## src/rtl/pie_encoder_if.sv

```systemverilog
// Bit-stream handshake between the command builder (master) and the PIE encoder (slave).
//   in_dat  : command bit
//   in_vld  : in_dat valid
//   in_last : in_dat is the final bit of the frame
//   in_rdy  : encoder takes in_dat this cycle when in_vld=1
interface pie_encoder_if;
  logic in_dat;
  logic in_vld;
  logic in_last;
  logic in_rdy;

  modport master (
    output in_dat,
    output in_vld,
    output in_last,
    input  in_rdy
  );

  modport slave (
    input  in_dat,
    input  in_vld,
    input  in_last,
    output in_rdy
  );
endinterface

```

## src/rtl/pie_encoder.sv

```systemverilog
// Gen2 forward-link PIE encoder. Turns a handshaked stream of command bits into a 1-bit
// carrier-enable waveform: delimiter, data-0, RTcal, optional TRcal, then one PIE symbol
// per command bit. Every symbol ends with a PW_TICKS-long low pulse.
//   clk, rst     : clock, synchronous active-high reset
//   start        : begin a frame (sampled only while idle)
//   preamble_sel : latched on start; 1 = preamble (with TRcal), 0 = frame-sync
//   bits         : command bit stream (slave side of pie_encoder_if)
//   tx_mod       : 1 = full carrier, 0 = attenuated
//   busy         : frame in progress
//   done         : one-cycle pulse, frame completed normally
//   underrun     : one-cycle pulse, frame aborted for lack of a bit
module pie_encoder #(
  parameter int unsigned TARI_TICKS  = 8,
  parameter int unsigned DATA1_TICKS = 14,
  parameter int unsigned PW_TICKS    = 4,
  parameter int unsigned DELIM_TICKS = 6,
  parameter int unsigned TRCAL_TICKS = 40
) (
  input  logic          clk,
  input  logic          rst,
  input  logic          start,
  input  logic          preamble_sel,
  pie_encoder_if.slave  bits,
  output logic          tx_mod,
  output logic          busy,
  output logic          done,
  output logic          underrun
);

  localparam int unsigned RtcalTicks = TARI_TICKS + DATA1_TICKS;
  localparam int unsigned MaxCal     = (RtcalTicks > TRCAL_TICKS) ? RtcalTicks : TRCAL_TICKS;
  localparam int unsigned MaxLen     = (MaxCal > DELIM_TICKS) ? MaxCal : DELIM_TICKS;
  localparam int unsigned CntW       = $clog2(MaxLen) + 1;

  localparam logic [CntW-1:0] LenTari  = CntW'(TARI_TICKS);
  localparam logic [CntW-1:0] LenData1 = CntW'(DATA1_TICKS);
  localparam logic [CntW-1:0] LenRtcal = CntW'(RtcalTicks);
  localparam logic [CntW-1:0] LenTrcal = CntW'(TRCAL_TICKS);
  localparam logic [CntW-1:0] LenDelim = CntW'(DELIM_TICKS);
  localparam logic [CntW-1:0] LenPw    = CntW'(PW_TICKS);
  localparam logic [CntW-1:0] CntOne   = CntW'(1);

  typedef enum logic [2:0] {
    StIdle,
    StDelim,
    StData0,
    StRtcal,
    StTrcal,
    StData
  } state_e;

  state_e          state_q, state_d;
  logic [CntW-1:0] cnt_q, cnt_d;     // tick index within the current symbol
  logic [CntW-1:0] len_q, len_d;     // length of the current symbol
  logic            pre_q, pre_d;
  logic            last_q, last_d;   // current data symbol carries in_last
  logic            in_rdy_q, in_rdy_d;
  logic            tx_mod_q, tx_mod_d;
  logic            busy_q, busy_d;
  logic            done_q, done_d;
  logic            underrun_q, underrun_d;

  logic            final_tick;
  logic            final_tick_d;
  logic            fetch;

  // Next-state logic.
  always_comb begin
    state_d    = state_q;
    cnt_d      = cnt_q;
    len_d      = len_q;
    pre_d      = pre_q;
    last_d     = last_q;
    done_d     = 1'b0;
    underrun_d = 1'b0;
    fetch      = 1'b0;
    final_tick = (cnt_q == (len_q - CntOne));

    if (state_q == StIdle) begin
      if (start) begin
        state_d = StDelim;
        cnt_d   = '0;
        len_d   = LenDelim;
        pre_d   = preamble_sel;
      end
    end else if (!final_tick) begin
      cnt_d = cnt_q + CntOne;
    end else begin
      cnt_d = '0;
      unique case (state_q)
        StDelim: begin
          state_d = StData0;
          len_d   = LenTari;
        end
        StData0: begin
          state_d = StRtcal;
          len_d   = LenRtcal;
        end
        StRtcal: begin
          if (pre_q) begin
            state_d = StTrcal;
            len_d   = LenTrcal;
          end else begin
            fetch = 1'b1;
          end
        end
        StTrcal: fetch = 1'b1;
        StData: begin
          if (last_q) begin
            state_d = StIdle;
            done_d  = 1'b1;
          end else begin
            fetch = 1'b1;
          end
        end
        default: state_d = StIdle;
      endcase
    end

    // fetch coincides with in_rdy_q being high; a missing bit aborts the frame.
    if (fetch) begin
      if (bits.in_vld) begin
        state_d = StData;
        len_d   = bits.in_dat ? LenData1 : LenTari;
        last_d  = bits.in_last;
      end else begin
        state_d    = StIdle;
        underrun_d = 1'b1;
      end
    end
  end

  // Registered outputs are decoded from the next state so they line up with the counter.
  always_comb begin
    final_tick_d = (cnt_d == (len_d - CntOne));
    in_rdy_d     = final_tick_d && (((state_d == StRtcal) && !pre_d) ||
                                    (state_d == StTrcal) ||
                                    ((state_d == StData) && !last_d));
    busy_d       = (state_d != StIdle);
    unique case (state_d)
      StIdle:  tx_mod_d = 1'b1;
      StDelim: tx_mod_d = 1'b0;
      default: tx_mod_d = (cnt_d < (len_d - LenPw));
    endcase
  end

  always_ff @(posedge clk) begin
    if (rst) begin
      state_q    <= StIdle;
      cnt_q      <= '0;
      len_q      <= LenDelim;
      pre_q      <= 1'b0;
      last_q     <= 1'b0;
      in_rdy_q   <= 1'b0;
      tx_mod_q   <= 1'b1;
      busy_q     <= 1'b0;
      done_q     <= 1'b0;
      underrun_q <= 1'b0;
    end else begin
      state_q    <= state_d;
      cnt_q      <= cnt_d;
      len_q      <= len_d;
      pre_q      <= pre_d;
      last_q     <= last_d;
      in_rdy_q   <= in_rdy_d;
      tx_mod_q   <= tx_mod_d;
      busy_q     <= busy_d;
      done_q     <= done_d;
      underrun_q <= underrun_d;
    end
  end

  assign bits.in_rdy = in_rdy_q;
  assign tx_mod      = tx_mod_q;
  assign busy        = busy_q;
  assign done        = done_q;
  assign underrun    = underrun_q;

endmodule

```

## src/flat_wrapper.sv

```systemverilog
// flat-port wrapper written by rule: the top's interface ports become plain ports
module pie_encoder_flat 
#(
  parameter int unsigned TARI_TICKS  = 8,
  parameter int unsigned DATA1_TICKS = 14,
  parameter int unsigned PW_TICKS    = 4,
  parameter int unsigned DELIM_TICKS = 6,
  parameter int unsigned TRCAL_TICKS = 40
)
  (clk, rst, start, preamble_sel, tx_mod, busy, done, underrun, bits_in_dat, bits_in_vld, bits_in_last, bits_in_rdy);
  pie_encoder_if bits_i ();
  input  logic clk;
  input  logic rst;
  input  logic start;
  input  logic preamble_sel;
  output logic tx_mod;
  output logic busy;
  output logic done;
  output logic underrun;
  input wire logic [$bits(bits_i.in_dat)-1:0] bits_in_dat;
  input wire logic [$bits(bits_i.in_vld)-1:0] bits_in_vld;
  input wire logic [$bits(bits_i.in_last)-1:0] bits_in_last;
  output wire logic [$bits(bits_i.in_rdy)-1:0] bits_in_rdy;
  assign bits_i.in_dat = bits_in_dat;
  assign bits_i.in_vld = bits_in_vld;
  assign bits_i.in_last = bits_in_last;
  assign bits_in_rdy = bits_i.in_rdy;
  pie_encoder #(.TARI_TICKS(TARI_TICKS), .DATA1_TICKS(DATA1_TICKS), .PW_TICKS(PW_TICKS), .DELIM_TICKS(DELIM_TICKS), .TRCAL_TICKS(TRCAL_TICKS)) u_core (.clk(clk), .rst(rst), .start(start), .preamble_sel(preamble_sel), .bits(bits_i), .tx_mod(tx_mod), .busy(busy), .done(done), .underrun(underrun));
endmodule
```

## config.mk

```make
export PLATFORM = sky130hd
export DESIGN_NAME = pie_encoder_flat
export DESIGN_NICKNAME = d
export VERILOG_FILES = /design/src/rtl/pie_encoder_if.sv /design/src/rtl/pie_encoder.sv /design/src/flat_wrapper.sv
export SDC_FILE = /design/constraint.sdc
export NUM_CORES = 1
export LEC_CHECK = 0
export BUFFER_PORTS_ARGS = -buffer_cell sky130_fd_sc_hd__buf_4
export CAP_MARGIN = 5
export CORE_ASPECT_RATIO = 0.9
export CORE_UTILIZATION = 55
export DETAILED_ROUTE_END_ITERATION = 8
export GPL_ROUTABILITY_DRIVEN = 0
export PLACE_DENSITY = 0.75
export SYNTH_ARGS = -nofsm -noshare
export SYNTH_HDL_FRONTEND = slang
export SYNTH_SLANG_ARGS = --single-unit
```

## constraint.sdc

```tcl
create_clock -name clk -period 3.9 [get_ports clk]
set_input_delay 0.195 -clock clk [delete_from_list [all_inputs] [get_ports clk]]
set_output_delay 0.195 -clock clk [all_outputs]
set_load 0.02 [all_outputs]
```

Word-level counts from Yosys, hierarchy flattened:

Index checks and enable logic that the tools add are counted.
W data, S select, Z words.

* add/sub/neg operators: 4
* order comparisons: 1
* equality and inequality tests: 11
* mux-type cells: 31
* bitwise operators: 3
* reductions and logical operators: 12

Operators with widths (count)
* $mux W7: 9
* $mux W3: 8
* $pmux W7 S3: 1
* $pmux W3 S5: 1
* $eq A7 B7 Y1: 2
* $sub A7 B1 Y7 const B: 2
* $eq A3 B3 Y1 const B: 4
* $mux W1: 10
* $eq A3 B2 Y1 const B: 3
* $add A7 B1 Y7 const B: 1
* $lt A7 B7 Y1: 1
* $sub A7 B3 Y7 const B: 1
* $eq A3 B1 Y1 const B: 2
* $logic_not A3 Y1: 2
* $reduce_or A4 Y1: 1
* $logic_and A1 B1 Y1: 3
* $not A1 Y1: 3
* $pmux W1 S3: 1
* $reduce_bool A3 Y1: 1
* $logic_not A1 Y1: 2
* $logic_or A1 B1 Y1: 2
* $pmux W1 S2: 1
* $reduce_or A2 Y1: 1

* flip-flop bits (word level): 24
* output and inout port bits: 5
* logic and storage cells: 72

Logic depth before layout (Yosys ltp):

Gate-level depths: netlist (run 1).

* depth in word-level cells: 10
* depth in mapped cells: 18
* gate-level depth less buffers: 17

Worst setup path after synthesis (run 1):

OpenSTA, ideal clock, no wires.

* path type: register to register
* start: register u_core.len_q[0]
* end: register u_core.tx_mod_q (netlist: u_core.tx_mod)
* library setup time: 87 ps
* arrival time: 3415 ps
* data required time: 3813 ps
* path slack: 398 ps
* cell stages (with the launch flop): 19
* cell sequence: dfxtp_1 > inv_1 > ha_1 > or3b_4 > nor4_4 > o2111a_2 > nand3_1 > buf_4 > o211a_1 > or2_2 > ha_1 > nor2b_1 > o21a_1 > o21a_1 > o21ai_0 > nand2b_1 > a21oi_1 > nor2b_1 > o31ai_1

* word-level cells in the longest chain between the ends: 9
* elaborated cells between the ends (all ways): 21
* those cells by class: 2 x add/sub; 1 x order compare; 2 x eq/ne; 15 x mux; 1 x reduce/logical

RTL lines
* from (decl): line pie_encoder.sv:54 `logic [CntW-1:0] len_q, len_d;`
* from (signal assigned): line pie_encoder.sv:151 `len_q <= LenDelim;`
* from (signal assigned): line pie_encoder.sv:162 `len_q <= len_d;`
* $sub A7 B1 Y7 or $mux W7 (tied branches): line pie_encoder.sv:77, pie_encoder.sv:100
* $eq A7 B7 Y1 or $pmux W7 S3 (tied branches): line pie_encoder.sv:77, pie_encoder.sv:90
* $mux W7: line pie_encoder.sv:86 `end else if (!final_tick) begin`
* $mux W7: line pie_encoder.sv:79 `if (state_q == StIdle) begin`
* $mux W7: line pie_encoder.sv:122 `if (bits.in_vld) begin`
* $mux W7: line pie_encoder.sv:121 `if (fetch) begin`
* $sub A7 B3 Y7: line pie_encoder.sv:143 `default: tx_mod_d = (cnt_d < (len_d - LenPw));`
* $lt A7 B7 Y1: line pie_encoder.sv:143
* $pmux W1 S2 *: line pie_encoder.sv:140 `unique case (state_d)`
* to (signal assigned): line pie_encoder.sv:166 `tx_mod_q <= tx_mod_d;`
* to (decl): line pie_encoder.sv:58 `logic tx_mod_q, tx_mod_d;`

Mark *: on every way between the ends. The rest lies on a longest branch, timed or not.
A chain may end at the register's enable or synchronous reset.

Worst setup path after layout (run 1):

Ends and elaborated chain as after synthesis.

==> metrics.txt, run 1 <==
cts bufs inserted 3; CTS Sinks 24; post-synthesis mux area share 1.58%; outcome complete, no violations; DP Area 2070 sq um; Slew Limit Fails 0; final hold slack 138 ps; Post-synth ARST share 0%; first-pass GRT wire length 7820 um; RSZ-0062 raised after global routing no; hold path depth 2; clock skew between 2 and 3 ps; dpl ws ~270 ps; final hold vios 0; final setup fails 0; CTS H-tree depth 1; die width 64.0 um; Finished Cell Area between 2000 and 2500 sq um; Max VDD drop between 150 and 200 uV; slowest stage delay, CP 410 ps; Seq cells post-synth 24; largest net degree at the start of global routing 24; Max clock buf depth 2; CP endpoint kind flop; ys flop type dfxtp_1; Post-Route Setup TNS 0 ps; Worst-Skew Late Latency 270 ps; Setup CP Type reg -> reg; Routed Antenna Nets 0; reg2reg setup slack between 150 and 200 ps; Die Y slightly below 60 um; CTS clk-pin slew, worst paths approximately 90 ps; Post-Synth XOR/XNOR Area roughly 11%; synthesized area ~1900 sq um; max-cap violations 0; port buffer count 11; routed len/inst 16.8 um; initial antenna violation count 0; Worst EP required 4090 ps; vias per cell between 6 and 7; CP cell instances inv_1 -> ha_2 -> or3b_4 -> nor4_4 -> o2111a_2 -> nand3_2 -> o211a_1 -> or2_2 -> ha_1 -> nor2b_1 -> o21a_1 -> o21a_1 -> o21ai_1 -> nand2b_1 -> a21oi_2 -> nor2b_1 -> o31ai_1; synth-to-layout area growth 13.8%; Slew @ Worst Pin 610 ps; R2R depth 17; final setup margin 160 ps; syn nets 251; register area share after synthesis 25.2%; fin cells 292; die footprint 3700 sq um; Final Cycle Share 95.9%; Leak Pwr 0.864 nW; First-pass DRT Iterations 4; share of cells above drive strength 1 about 18%; vias in the first global route between 1500 and 2000; power per cell area 228 nW/um^2; core area 3190 sq um; slowest library cell on the worst path or3b_4; post-detail-place hpwl 3640 um; area of the multi-input gates 1370 sq um; Max-Slew Margin vs Limit 59.4%; worst-path maximum fanout 4; Mapped Cells 232; Congestion Overflow GR 0; synth unique cells 58; CTS tree yes; simple-gate share of the synthesized area 27.0%; post-synthesis adder-cell area fraction 7.88%; GRT Resource Usage Total 27.3%; CP endpoint u_core.tx_mod$_SDFF_PP1_; most common cell after layout, fill and taps aside dfxtp_1; Syn. warnings 0; worst setup path start u_core.len_q[0]$_SDFF_PP0_; Syn Area/Cell 8.21 sq um; clock root cell clkbuf_8; post-layout min period 3740 ps; post-layout util 68.0%; largest family of logic cells by synthesized area simple AND/OR/NAND/NOR gates; worst flop-to-flop path endpoint u_core.tx_mod$_SDFF_PP1_; FF+latch area 482 sq um; DRC 0; Critical Path AT 3930 ps; Hold/Removal Path Class in -> reg; Fmax achieved 267 MHz; IO Count 12; WL final between 4000 and 5000 um; commonest non-fill, non-tap cells in the layout dfxtp_1 (23), buf_4 (22), nor2_1 (21); DR vias 1800; dpl cells roughly 290; std cell rows 19; Post-CTS Hold Buffers 0; Initial Util about three fifths; # fillers around 300; Nets 270; number of flops mapped to enable cells by yosys 0; initial DRC count 199; r2r startpoint u_core.len_q[0]$_SDFF_PP0_; Synth Area in Compound Gates roughly 23%; crit start category flop; antenna fix cells 0; total power 0.494 mW
worst min path at each step:
| stage | start | endpoint | slack [ps] |
|---|---|---|---|
| after floorplan | rst | u_core.cnt_q[1]$_SDFF_PP0_ | 270 |
| after global placement | bits_in_vld | u_core.underrun$_SDFF_PP0_ | 420 |
| after detailed placement | bits_in_vld | u_core.underrun$_SDFF_PP0_ | 430 |
| after CTS | bits_in_vld | u_core.underrun$_SDFF_PP0_ | 130 |
| after global routing | bits_in_vld | u_core.underrun$_SDFF_PP0_ | 150 |
| final | bits_in_vld | u_core.underrun$_SDFF_PP0_ | 140 |
synthesized netlist by cell type (4+ instances only):
| cell type | instances | share of area, % |
|---|---|---|
| nor4_1 | 4 | 1.3 |
| nand2_1 | 18 | 3.5 |
| clkbuf_1 | 7 | 1.4 |
| o21ai_0 | 5 | 1.3 |
| nand3_1 | 7 | 1.8 |
| xnor2_1 | 18 | 8.3 |
| ha_1 | 12 | 7.9 |
| nor2b_1 | 9 | 3.0 |
| a21oi_1 | 10 | 2.6 |
| dfxtp_1 | 24 | 25 |
| nand2b_1 | 6 | 2.0 |
| xor2_1 | 6 | 2.8 |
| nor2_1 | 21 | 4.1 |
| inv_1 | 12 | 2.4 |
| nor3_1 | 9 | 2.4 |
| nand4_1 | 4 | 1.3 |
registers in the layout, indices dropped and copies added (netlist names):
| register | flops |
|---|---|
| u_core.bits.in_rdy | 1 |
| u_core.busy | 1 |
| u_core.cnt_q | 7 |
| u_core.done | 1 |
| u_core.last_q | 1 |
| u_core.len_q | 7 |
| u_core.pre_q | 1 |
| u_core.state_q | 3 |
| u_core.tx_mod | 1 |
| u_core.underrun | 1 |
repair_timing:
action                                  4_1_cts  5_1_grt
resized for setup                             0        7
setup buffers                                 0        2
endpoints found under the setup margin        0        1
critical path: cells and delay by family (launching register included):
kind,cells,cell delay [ps]
buffers and inverters,1,70
AOI/OAI and AO/OA,7,1300
and+or+nand+nor,7,1460
adders and majority gates,2,480
DFF,1,350
cell type report:
class | instances | area share, %
tap | 42 | 2.42
sequential | 24 | 22.2
multi-input combinational | 188 | 63.1
inverter | 12 | 2.08
clock buffer | 4 | 2.54
timing repair buffer | 22 | 7.62
report_power, final:
part	leakage [nW]	switching [mW]	total (mW)	internal, mW
registers	0.195	0.00479	0.254	0.249
clock network	0.0288	0.0843	0.175	0.0903
logic	0.640	0.0391	0.0652	0.0262
routing by layer:
layer / vias to the layer above / wire length (um) / part of all wire [%] / global-route usage, %
met5: - / 0 / 0 / 0
met4: 0 / 47 / 0.96 / 4.87
met3: 7 / 348 / 7.1 / 3.15
met2: 73 / 2150 / 44 / 43.3
met1: 836 / 2360 / 48 / 40.2
li1: 884 / - / - / -
cell families (layout without fill, tap and decap cells):
logic type	after synthesis	after routing
flip-flops	24	24
AO/OA/AOI/OAI	54	54
multiplexers	3	3
AND/OR/NAND/NOR	95	95
XOR/XNOR	24	24
adder cells (fa/ha/maj)	12	12
buffers and inverters	20	38
(Power assumes the default switching activity.)
==> inputs of run 2 (changes only) <==
--- a/config.mk
+++ b/config.mk
@@ -12,6 +12,7 @@
 export DETAILED_ROUTE_END_ITERATION = 8
 export GPL_ROUTABILITY_DRIVEN = 0
 export PLACE_DENSITY = 0.75
+export REMOVE_ABC_BUFFERS = 1
 export SYNTH_ARGS = -nofsm -noshare
 export SYNTH_HDL_FRONTEND = slang
 export SYNTH_SLANG_ARGS = --single-unit
==> constraint.sdc (replaced) <==
create_clock -name clk -period 4.1 [get_ports clk]
set_input_delay 0.205 -clock clk [delete_from_list [all_inputs] [get_ports clk]]
set_output_delay 0.205 -clock clk [all_outputs]
set_load 0.02 [all_outputs]
==> run 2 against run 1 <==
Compared with the run above: critical path depth unchanged; via count down 2.5%; utilization down 1.8 points; final area down 2.7%; global-route usage down 0.46 points; first-iteration DRC count up 3.5%; register-to-register slack better by 170 ps; count of clock-buffer cells in the layout unchanged; non-clock buffer count down 7; power down 6.4%; worst setup slack better by 170 ps; critical endpoint unchanged; highest routed layer unchanged.
==> metrics.txt, run 2 (synthesis results as in run 1) <==
biggest regs u_core.cnt_q x7, u_core.len_q x7, u_core.state_q x3 (unchanged); Nets 263 (was 270); Reg power frac 52.9% (was 51.4%); Die Y 57.8 um (unchanged); IO Count 12 (unchanged); final setup fails 0 (unchanged); Final Cycle Share 91.9% (was 95.9%); std cell rows 19 (unchanged); power per cell area 219 nW/um^2 (was 228 nW/um^2); die footprint 3700 sq um (unchanged); share of cells above drive strength 1 14.8% (was 18.0%); antenna fix cells 0 (unchanged); Slew Limit Fails 0 (unchanged); r2r startpoint u_core.len_q[0]$_SDFF_PP0_ (unchanged); most common cell after layout, fill and taps aside dfxtp_1 (unchanged); Critical Path AT 3960 ps (was 3930 ps); hold path depth 2 (unchanged); CTS Sinks 24 (unchanged); worst hold endpoint u_core.underrun$_SDFF_PP0_ (unchanged); clock power share 35.1% (was 35.3%); first-pass GRT wire length 7770 um (was 7820 um); Hold/Removal Path Class in -> reg (unchanged); HP Start bits_in_vld (unchanged); vias per cell 6.16 (about the same); largest net degree at the start of global routing 24 (unchanged); clock root cell clkbuf_8 (unchanged); port buffer count 11 (unchanged); initial DRC count 206 (was 199); First-pass DRT Iterations 6 (was 4); CTS tree yes (unchanged); cts bufs inserted 3 (unchanged); vias in the first global route 1598 (was 1577); Max VDD drop 144 uV (was 160 uV); Leak Pwr 0.830 nW (was 0.864 nW); Initial Util 59.8% (unchanged); core area 3190 sq um (unchanged); post-layout min period 3770 ps (was 3740 ps); final hold vios 0 (unchanged); Max clock buf depth 2 (unchanged); Slew @ Worst Pin 707 ps (was 610 ps); Post-Route Setup TNS 0 ps (unchanged); combinational share of power 12.0% (was 13.2%); clock skew 2.13 ps (was 2.84 ps); WL final 4620 um (was 4900 um); commonest non-fill, non-tap cells in the layout dfxtp_1 (24), nor2_1 (21), xnor2_1 (18), nand2_1 (18), buf_4 (15) (was dfxtp_1 (23), buf_4 (22), nor2_1 (21)); worst flop-to-flop path endpoint u_core.tx_mod$_SDFF_PP1_ (unchanged); Fmax achieved 265 MHz (was 267 MHz); Switch Pwr 0.117 mW (was 0.128 mW); total power 0.462 mW (was 0.494 mW); outcome complete, no violations (unchanged); CTS clk-pin slew, worst paths 80 ps (was 90 ps); Routed Antenna Nets 0 (unchanged); CP endpoint kind flop (unchanged); Congestion Overflow GR 0 (unchanged); CTS H-tree depth 1 (unchanged); post-detail-place hpwl 3490 um (was 3640 um); Worst-Skew Late Latency 270 ps (about the same); Max-Slew Margin vs Limit 52.9% (was 59.4%); R2R depth 17 (unchanged); die width 64.0 um (unchanged); Sw Share 25.3% (was 25.9%); Worst EP required 4290 ps (was 4090 ps); max-cap violations 0 (unchanged); Setup Buffers After CTS 0 (unchanged); DRC 0 (unchanged); RSZ-0062 raised after global routing no (unchanged); worst-path maximum fanout 9 (was 4); Setup CP Type reg -> reg (unchanged); internal power 0.345 mW (was 0.366 mW); synth-to-layout area growth 10.7% (was 13.8%); initial antenna violation count 0 (unchanged); GRT Resource Usage Total 26.8% (was 27.3%); DR vias 1755 (was 1800); reg2reg setup slack 330 ps (was 160 ps); routed len/inst 16.2 um (was 16.8 um); crit start category flop (unchanged)
[run 2: cell count changes in the layout (fill, tap and decap cells not counted), sizes merged]
cell  previous run  this run
buf             22        15
[run 2: routing by layer]
metal	routed length (um)	share of wire, %	GRT usage (%)
met4	72	1.6	6.17
met2	2020	44	41.6
met3	274	5.9	3.74
met1	2250	49	39.3
met5	0	0	0
[run 2: what timing repair did]
item,in CTS,in global routing
hold buffers,0,0
endpoints found under the setup margin,0,1
resized for setup,0,3
[run 2: worst max-delay path by stage]
stage	startpoint	slack (ps)	depth (start not counted)	to
after floorplan	u_core.len_q[0]$_SDFF_PP0_	550	17	u_core.tx_mod$_SDFF_PP1_
after global placement	u_core.len_q[0]$_SDFF_PP0_	290	17	u_core.tx_mod$_SDFF_PP1_
after detailed placement	u_core.len_q[0]$_SDFF_PP0_	260	17	u_core.tx_mod$_SDFF_PP1_
after CTS	u_core.len_q[0]$_SDFF_PP0_	250	17	u_core.tx_mod$_SDFF_PP1_
after global routing	u_core.len_q[0]$_SDFF_PP0_	20	17	u_core.tx_mod$_SDFF_PP1_
final	u_core.len_q[0]$_SDFF_PP0_	330	17	u_core.tx_mod$_SDFF_PP1_
[run 2: worst max-delay path, stage by stage, from the launching register on]
cell and delay, ps:
dfxtp_1 350, inv_1 90, ha_1 190, or3b_4 410, o31a_1 280, o2111ai_2 400, nor3_4 140, and3_1 200
or2_2 310, ha_1 290, nor2b_1 130, o21a_1 160, o21a_1 150, o21ai_0 140, nand2b_1 70, a21oi_1 140
nor2b_1 60, o31ai_1 170
[run 2: power by group through the flow]
stage / Sequential [mW] / Clock [mW] / Combinational, mW
2_1_floorplan: 0.250 / 0 / 0.0299
3_3_place_gp: 0.250 / 0 / 0.0535
3_5_place_dp: 0.250 / 0 / 0.0537
4_1_cts: 0.244 / 0.166 / 0.0539
5_1_grt: 0.245 / 0.175 / 0.0603
6_report: 0.244 / 0.162 / 0.0555
[run 2: stage by stage]
| stage | instances | util (%) | setup WS, ps | hold WS [ps] | cell area (sq um) |
|---|---|---|---|---|---|
| 4_1_cts | 285 | 65.6 | 245 | 151 | 2090 |
| 3_5_place_dp | 281 | 63.9 | 262 | 437 | 2040 |
| 5_1_grt | 285 | 66.2 | 17.5 | 172 | 2110 |
| 3_3_place_gp | 281 | 63.9 | 287 | 431 | 2040 |
| 6_report | 285 | 66.2 | 333 | 164 | 2110 |
| 2_1_floorplan | 224 | - | 546 | 274 | 1870 |
[run 2: cell type report]
class / instances / area (sq um)
clock buffers: 4 / 55.1
fillers: 303 / 1080
inverters: 12 / 45.0
multi-input cells: 188 / 1360
flip-flops and latches: 24 / 480
well taps: 42 / 52.6
repair buffers: 15 / 113
